<file path="config.mk">
export PLATFORM = sky130hd
export DESIGN_NAME = fpu_issue_buffer
export DESIGN_NICKNAME = d
export VERILOG_FILES = /design/src/rtl/fpu_pkg.sv /design/src/rtl/fpu_req_fifo.sv /design/src/rtl/fpu_issue_buffer.sv
export SDC_FILE = /design/constraint.sdc
export NUM_CORES = 1
export LEC_CHECK = 0
export CORE_MARGIN = 5
export CORE_UTILIZATION = 57
export DETAILED_ROUTE_END_ITERATION = 7
export GPL_TIMING_DRIVEN = 0
export PLACE_DENSITY_LB_ADDON = 0.08
export SLEW_MARGIN = 20
export SYNTH_ARGS = -nofsm -noshare
export SYNTH_HDL_FRONTEND = slang
export SYNTH_SLANG_ARGS = --single-unit
</file>
<file path="constraint.sdc">
create_clock -name clk -period 5.3 [get_ports clk]
set_input_delay 1.06 -clock clk [delete_from_list [all_inputs] [get_ports clk]]
set_output_delay 1.06 -clock clk [all_outputs]
set_load 0.02 [all_outputs]
</file>
<file path="src/rtl/fpu_pkg.sv">
// Shared definitions for the FPU issue/retire stage: opcodes, the canonical NaN,
// the buffered request record and the issue FSM states.
package fpu_pkg;

    localparam logic [6:0]  FPU_OP_ADD    = 7'd1;
    localparam logic [6:0]  FPU_OP_SUB    = 7'd2;
    localparam logic [6:0]  FPU_OP_MUL    = 7'd3;
    localparam logic [31:0] FPU_QNAN      = 32'h7FC0_0000;

    // Tags narrower than this are zero-extended into the stored record.
    localparam int          FPU_TAG_MAX_W = 16;

    typedef struct packed {
        logic [31:0]              data1;
        logic [31:0]              data2;
        logic [6:0]               opcode;
        logic [FPU_TAG_MAX_W-1:0] tag;
    } fpu_req_t;

    typedef enum logic [1:0] {
        ST_EMPTY = 2'd0,
        ST_ISSUE = 2'd1,
        ST_STALL = 2'd2,
        ST_DRAIN = 2'd3
    } fpu_state_e;

    function automatic logic fpuIsLegalOp(input logic [6:0] op);
        return (op == FPU_OP_ADD) || (op == FPU_OP_SUB) || (op == FPU_OP_MUL);
    endfunction

endpackage

</file>
<file path="src/rtl/fpu_req_fifo.sv">
// Request FIFO for the FPU issue stage: DEPTH entries (power of two), wrapping
// pointers, occupancy count, head presented combinationally (all-zero when empty).
module fpu_req_fifo
    import fpu_pkg::*;
#(
    parameter int DEPTH = 4
) (
    input  logic                   clk,
    input  logic                   rst,
    input  logic                   i_push,
    input  logic                   i_pop,
    input  fpu_req_t               i_pushReq,
    output fpu_req_t               o_headReq,
    output logic                   o_empty,
    output logic                   o_full,
    output logic [$clog2(DEPTH):0] o_count
);

    localparam int PTR_W = $clog2(DEPTH);
    localparam int CNT_W = PTR_W + 1;

    fpu_req_t         r_mem [DEPTH];
    logic [PTR_W-1:0] r_wrPtr;
    logic [PTR_W-1:0] r_rdPtr;
    logic [CNT_W-1:0] r_count;
    logic             w_doPush;
    logic             w_doPop;

    assign o_empty  = (r_count == '0);
    assign o_full   = (r_count == CNT_W'(DEPTH));
    assign w_doPush = i_push && !o_full;
    assign w_doPop  = i_pop && !o_empty;

    assign o_headReq = o_empty ? '0 : r_mem[r_rdPtr];
    assign o_count   = r_count;

    // Storage needs no reset: an entry is only read once the count covers it.
    always_ff @(posedge clk) begin
        if (w_doPush) begin
            r_mem[r_wrPtr] <= i_pushReq;
        end
    end

    always_ff @(posedge clk) begin
        if (rst) begin
            r_wrPtr <= '0;
            r_rdPtr <= '0;
            r_count <= '0;
        end else begin
            if (w_doPush) begin
                r_wrPtr <= r_wrPtr + PTR_W'(1);
            end
            if (w_doPop) begin
                r_rdPtr <= r_rdPtr + PTR_W'(1);
            end
            case ({w_doPush, w_doPop})
                2'b10:   r_count <= r_count + CNT_W'(1);
                2'b01:   r_count <= r_count - CNT_W'(1);
                default: r_count <= r_count;
            endcase
        end
    end

endmodule

</file>
<file path="src/rtl/fpu_issue_buffer.sv">
// Issue/retire wrapper around the combinational FPU core: request FIFO, head issue,
// registered result slot with valid/ready. Optional macro: FPU_ILLEGAL_OP_CHECK_EN.
module fpu_issue_buffer
    import fpu_pkg::*;
#(
    parameter int DEPTH = 4,
    parameter int TAG_W = 4
) (
    input  logic                   clk,
    input  logic                   rst,
    input  logic                   in_valid,
    output logic                   in_ready,
    input  logic [31:0]            in_data1,
    input  logic [31:0]            in_data2,
    input  logic [6:0]             in_opcode,
    input  logic [TAG_W-1:0]       in_tag,
    output logic [31:0]            fpu_data1,
    output logic [31:0]            fpu_data2,
    output logic [6:0]             fpu_opcode,
    input  logic [31:0]            fpu_result,
    output logic                   out_valid,
    input  logic                   out_ready,
    output logic [31:0]            out_result,
    output logic [TAG_W-1:0]       out_tag,
    output logic                   out_illegal,
    output logic [$clog2(DEPTH):0] count
);

    localparam int CNT_W = $clog2(DEPTH) + 1;

    fpu_req_t         w_pushReq;
    fpu_req_t         w_headReq;
    logic             w_empty;
    logic             w_full;
    logic [CNT_W-1:0] w_count;
    logic             w_push;
    logic             w_pop;
    logic             w_slotFree;
    logic             w_lastPop;
    logic             w_headIllegal;
    logic [31:0]      w_capResult;
    logic             w_unusedTagBits;

    logic             r_outValid;
    logic [31:0]      r_outResult;
    logic [TAG_W-1:0] r_outTag;
    logic             r_outIllegal;

    fpu_state_e       r_state;
    fpu_state_e       w_nextState;

    assign w_pushReq.data1  = in_data1;
    assign w_pushReq.data2  = in_data2;
    assign w_pushReq.opcode = in_opcode;
    assign w_pushReq.tag    = FPU_TAG_MAX_W'(in_tag);

    // A full FIFO refuses pushes even when the head is leaving this cycle.
    assign in_ready   = !w_full;
    assign w_push     = in_valid && !w_full;
    assign w_slotFree = !r_outValid || out_ready;
    assign w_pop      = !w_empty && w_slotFree;
    assign w_lastPop  = w_pop && (w_count == CNT_W'(1));

    fpu_req_fifo #(
        .DEPTH (DEPTH)
    ) u_fifo (
        .clk       (clk),
        .rst       (rst),
        .i_push    (w_push),
        .i_pop     (w_pop),
        .i_pushReq (w_pushReq),
        .o_headReq (w_headReq),
        .o_empty   (w_empty),
        .o_full    (w_full),
        .o_count   (w_count)
    );

    assign fpu_data1  = w_headReq.data1;
    assign fpu_data2  = w_headReq.data2;
    assign fpu_opcode = w_headReq.opcode;
    assign count      = w_count;

    // Tag bits above TAG_W are always zero; fold them into a sink.
    assign w_unusedTagBits = ^w_headReq.tag;

`ifdef FPU_ILLEGAL_OP_CHECK_EN
    assign w_headIllegal = !fpuIsLegalOp(w_headReq.opcode);
    assign w_capResult   = w_headIllegal ? FPU_QNAN : fpu_result;
`else
    assign w_headIllegal = 1'b0;
    assign w_capResult   = fpu_result;
`endif

    // Result slot: capture the head whenever the slot is free, else drain or hold.
    always_ff @(posedge clk) begin
        if (rst) begin
            r_outValid   <= 1'b0;
            r_outResult  <= '0;
            r_outTag     <= '0;
            r_outIllegal <= 1'b0;
        end else if (w_pop) begin
            r_outValid   <= 1'b1;
            r_outResult  <= w_capResult;
            r_outTag     <= w_headReq.tag[TAG_W-1:0];
            r_outIllegal <= w_headIllegal;
        end else if (r_outValid && out_ready) begin
            r_outValid   <= 1'b0;
        end
    end

    assign out_valid   = r_outValid;
    assign out_result  = r_outResult;
    assign out_tag     = r_outTag;
    assign out_illegal = r_outIllegal;

    always_ff @(posedge clk) begin
        if (rst) begin
            r_state <= ST_EMPTY;
        end else begin
            r_state <= w_nextState;
        end
    end

    // Tracks issue progress; the slot itself drains from EMPTY or ISSUE.
    always_comb begin
        w_nextState = r_state;
        case (r_state)
            ST_EMPTY: begin
                if (w_push) begin
                    w_nextState = (r_outValid && !out_ready) ? ST_STALL : ST_ISSUE;
                end
            end
            ST_ISSUE: begin
                if (r_outValid && !out_ready && !w_empty) begin
                    w_nextState = ST_STALL;
                end else if ((w_lastPop || w_empty) && !w_push) begin
                    w_nextState = ST_EMPTY;
                end
            end
            ST_STALL: begin
                if (out_ready) begin
                    w_nextState = ST_ISSUE;
                end
            end
            default: begin
                w_nextState = ST_EMPTY;
            end
        endcase
    end

endmodule

</file>
==> impl_metrics.yaml <==
status:
  status: "finished, final reports clean"
drt:
  ant_nets: 0
  detail_route.drc_violations: 0
  drtIter0Drc: 412
  vias_per_cell: 5.40
  drt_first_pass_iters: 5
  num_vias: 7428
  wirelength_mm: 27.7
  wl_per_cell_um: 20.1
logic_synthesis:
  yosysTopAreaCellShare_pct: 65.8
  ys_ff_latch: 346
  syn_nets: 883
  async_reset_ff_share_pct: 0
  synth_edf_count: 300
  yosys_warnings: 0
  synth_top_area_cell: "edfxtp_1"
  synth-main-ff-cell: "edfxtp_1"
  synthCells: 766
  synth_area_um2: 13700
  yosysSeqAreaShare_pct: 72.5
  synth_area_leaders: "edfxtp_1 (66%), mux4_2 (12%), dfxtp_1 (6.7%)"
  synth.distinct_cells: 28
  postSynthAreaPerCell_um2: 17.9
cells_and_area:
  num-fill-cells: 1449
  layout.nets: 1147
  final_area_um2: 17600
  fin_util_pct: 74.8
  antenna_cells: 0
  drive_above_1_share_pct: 21.3
  mostFrequentLayoutCell: "edfxtp_1"
  final_cell_mix: "edfxtp_1 (300), clkdlybuf4s50_1 (220), mux4_2 (75)"
  syn2layout_area_growth_pct: 28.5
timing:
  final-hold-violation-count: 0
  clock_skew_ns: 0.0190
  drv_slew: 0
  maxSlewHeadroom_pct: 53.8
  setup_viol: 0
  rsz0062_at_grt: "false"
  max_freq_mhz: 242
  period_share_pct: 77.8
  finalSetupTns_ns: 0
  fin_hold_ws_ns: 0.471
  layout_min_cycle_time_ns: 4.12
  tightest_slew_ns: 0.693
  final.setup.worst_slack_ns: 1.18
run:
  drv_cap: 0
global_route:
  grt_pass1_vias: 7742
  grt_usage_pct: 20.7
  grt_pass1_wl_mm: 43.0
  antenna_found_initial: 2
  grtUsageMet1_pct: 27.8
  grt_overflow: 0
  grt_max_degree: 44
  grtUsageMet3_pct: 4.47
  met2_usage_pct: 34.8
  grt-busiest-layer: "met2"
clock_tree:
  holdBufCountCts: 0
  tritoncts: "yes"
  clock_latency_ns: 0.51
  path_clk_slew_ns: 0.06
  cts_setup_buffers: 0
  clkSinkCount: 346
  root_buffer: "clkbuf_16"
  cts_resized: 0
  htree_levels: 2
  numCtsBuffers: 36
  clk_path_buf_depth: 3
pwr:
  power_frac_seq_pct: 35.2
  power_frac_clock_pct: 24.8
  cellPowerDensity_nw_per_um2: 552
  max-vdd-ir-drop_v: 0.000466
  switching_power_mw: 2.95
  netSwitchingFraction_pct: 30.3
  leakagePower_nw: 5.93
  pwr-share-comb_pct: 39.9
  p_int_mw: 6.77
hold_path:
  hp-class: "reg2reg"
  whs_path_depth: 2
critical_path:
  crit_path_end_kind: "output port"
  crit_type: "reg2out"
  cp-start-kind: "flop"
  crit_path_max_fanout: 10
  r2r_cells: 9
  critPathArrivalTime_ns: 3.06
  critical_path_required_ns: 4.24
placement:
  post-place-ws_ns: 1.63
  gp_congestion: 0.772
  portBuffers: 220
  place_area_um2: 16500
  dp_hpwl_mm: 18.0
floorplan:
  fp.dieArea_um2: 27200
  start_util_pct: 58.2
  placementRows: 56
  die_x_um: 165
  die_y_um: 165
  num_io_pins: 224
  core_area_um2: 23500
## cell usage after synthesis, types with 2 or more instances
library cell / count
buf_6: 7
or3_1: 3
nor2_1: 5
o21ai_0: 38
buf_2: 8
nand3_1: 38
dfxtp_1: 46
inv_1: 6
buf_4: 73
xor2_1: 2
and3_1: 4
and2_1: 71
ha_1: 5
buf_1: 8
clkbuf_1: 23
mux4_2: 75
edfxtp_1: 300
a21oi_1: 43
a21o_1: 2
## worst max-delay path, stage by stage (launching register included)
cell	delay, ns
dfxtp_1	0.39
clkbuf_1	0.55
buf_2	0.42
mux4_2	0.34
and2_1	0.18
buf_4	0.13
clkdlybuf4s50_1	0.56
## kinds of logic after synthesis
| logic type | Yosys count | synth area share, % |
|---|---|---|
| xor gates and xnor gates | 2 | 0.128 |
| and+or+nand+nor | 126 | 5.31 |
| DFF | 346 | 72.5 |
| adders and majority gates | 6 | 0.603 |
| muxes | 75 | 12.3 |
| buffers and inverters | 125 | 5.88 |
| other | 1 | 0.0274 |
| AOI/OAI and AO/OA | 85 | 3.24 |
## registers in the layout, indices dropped and copies added, names as in the netlist, named ones only
| signal | cells |
|---|---|
| out_result | 32 |
| out_tag | 4 |
| out_valid | 1 |
| u_fifo.o_count | 3 |
| u_fifo.r_mem | 300 |
| u_fifo.r_rdPtr | 2 |
| u_fifo.r_wrPtr | 2 |
## cell type report
type,count,area (µm²),area share (%)
clock buffer,51,1030,5.85
buffer,119,783,4.45
timing repair buffer,226,2340,13.3
sequential,346,9930,56.4
tap,319,399,2.27
inverter,6,22.5,0.128
multi-input combinational,295,2980,16.9
clock inverter,14,123,0.696
## power by group through the flow
| stage | sequential (mW) | combinational [mW] | clock [mW] |
|---|---|---|---|
| 2_1_floorplan | 3.59 | 2.34 | 0 |
| 3_3_place_gp | 3.50 | 3.85 | 0 |
| 3_5_place_dp | 3.48 | 3.92 | 0 |
| 4_1_cts | 3.42 | 3.95 | 2.47 |
| 5_1_grt | 3.45 | 4.19 | 2.60 |
| 6_report | 3.42 | 3.88 | 2.41 |
## path summary, 6_finish.rpt
kind	startpoint	to	slack [ns]
worst max register to register	u_fifo.o_count[2]	u_fifo.o_count[2]	2.84
worst min register to register	out_result[1]	out_result[1]	0.47
worst max-delay path	flop	fpu_data2[7]	1.18
worst min-delay path	out_result[1]	out_result[1]	0.47
## metrics by stage
stage | total power [mW] | instances
final | 9.72 | 1376
after CTS | 9.84 | 1376
after floorplan | 5.93 | 766
after detailed placement | 7.40 | 1311
after global routing | 10.2 | 1376
after global placement | 7.35 | 1305
## per-layer routing
layer / up-vias / part of all wire [%]
met2: 225 / 51
met5: - / 0.12
met1: 3737 / 40
met3: 50 / 6.5
met4: 4 / 2.1
li1: 3412 / -
Power figures use the tool's default switching activity.
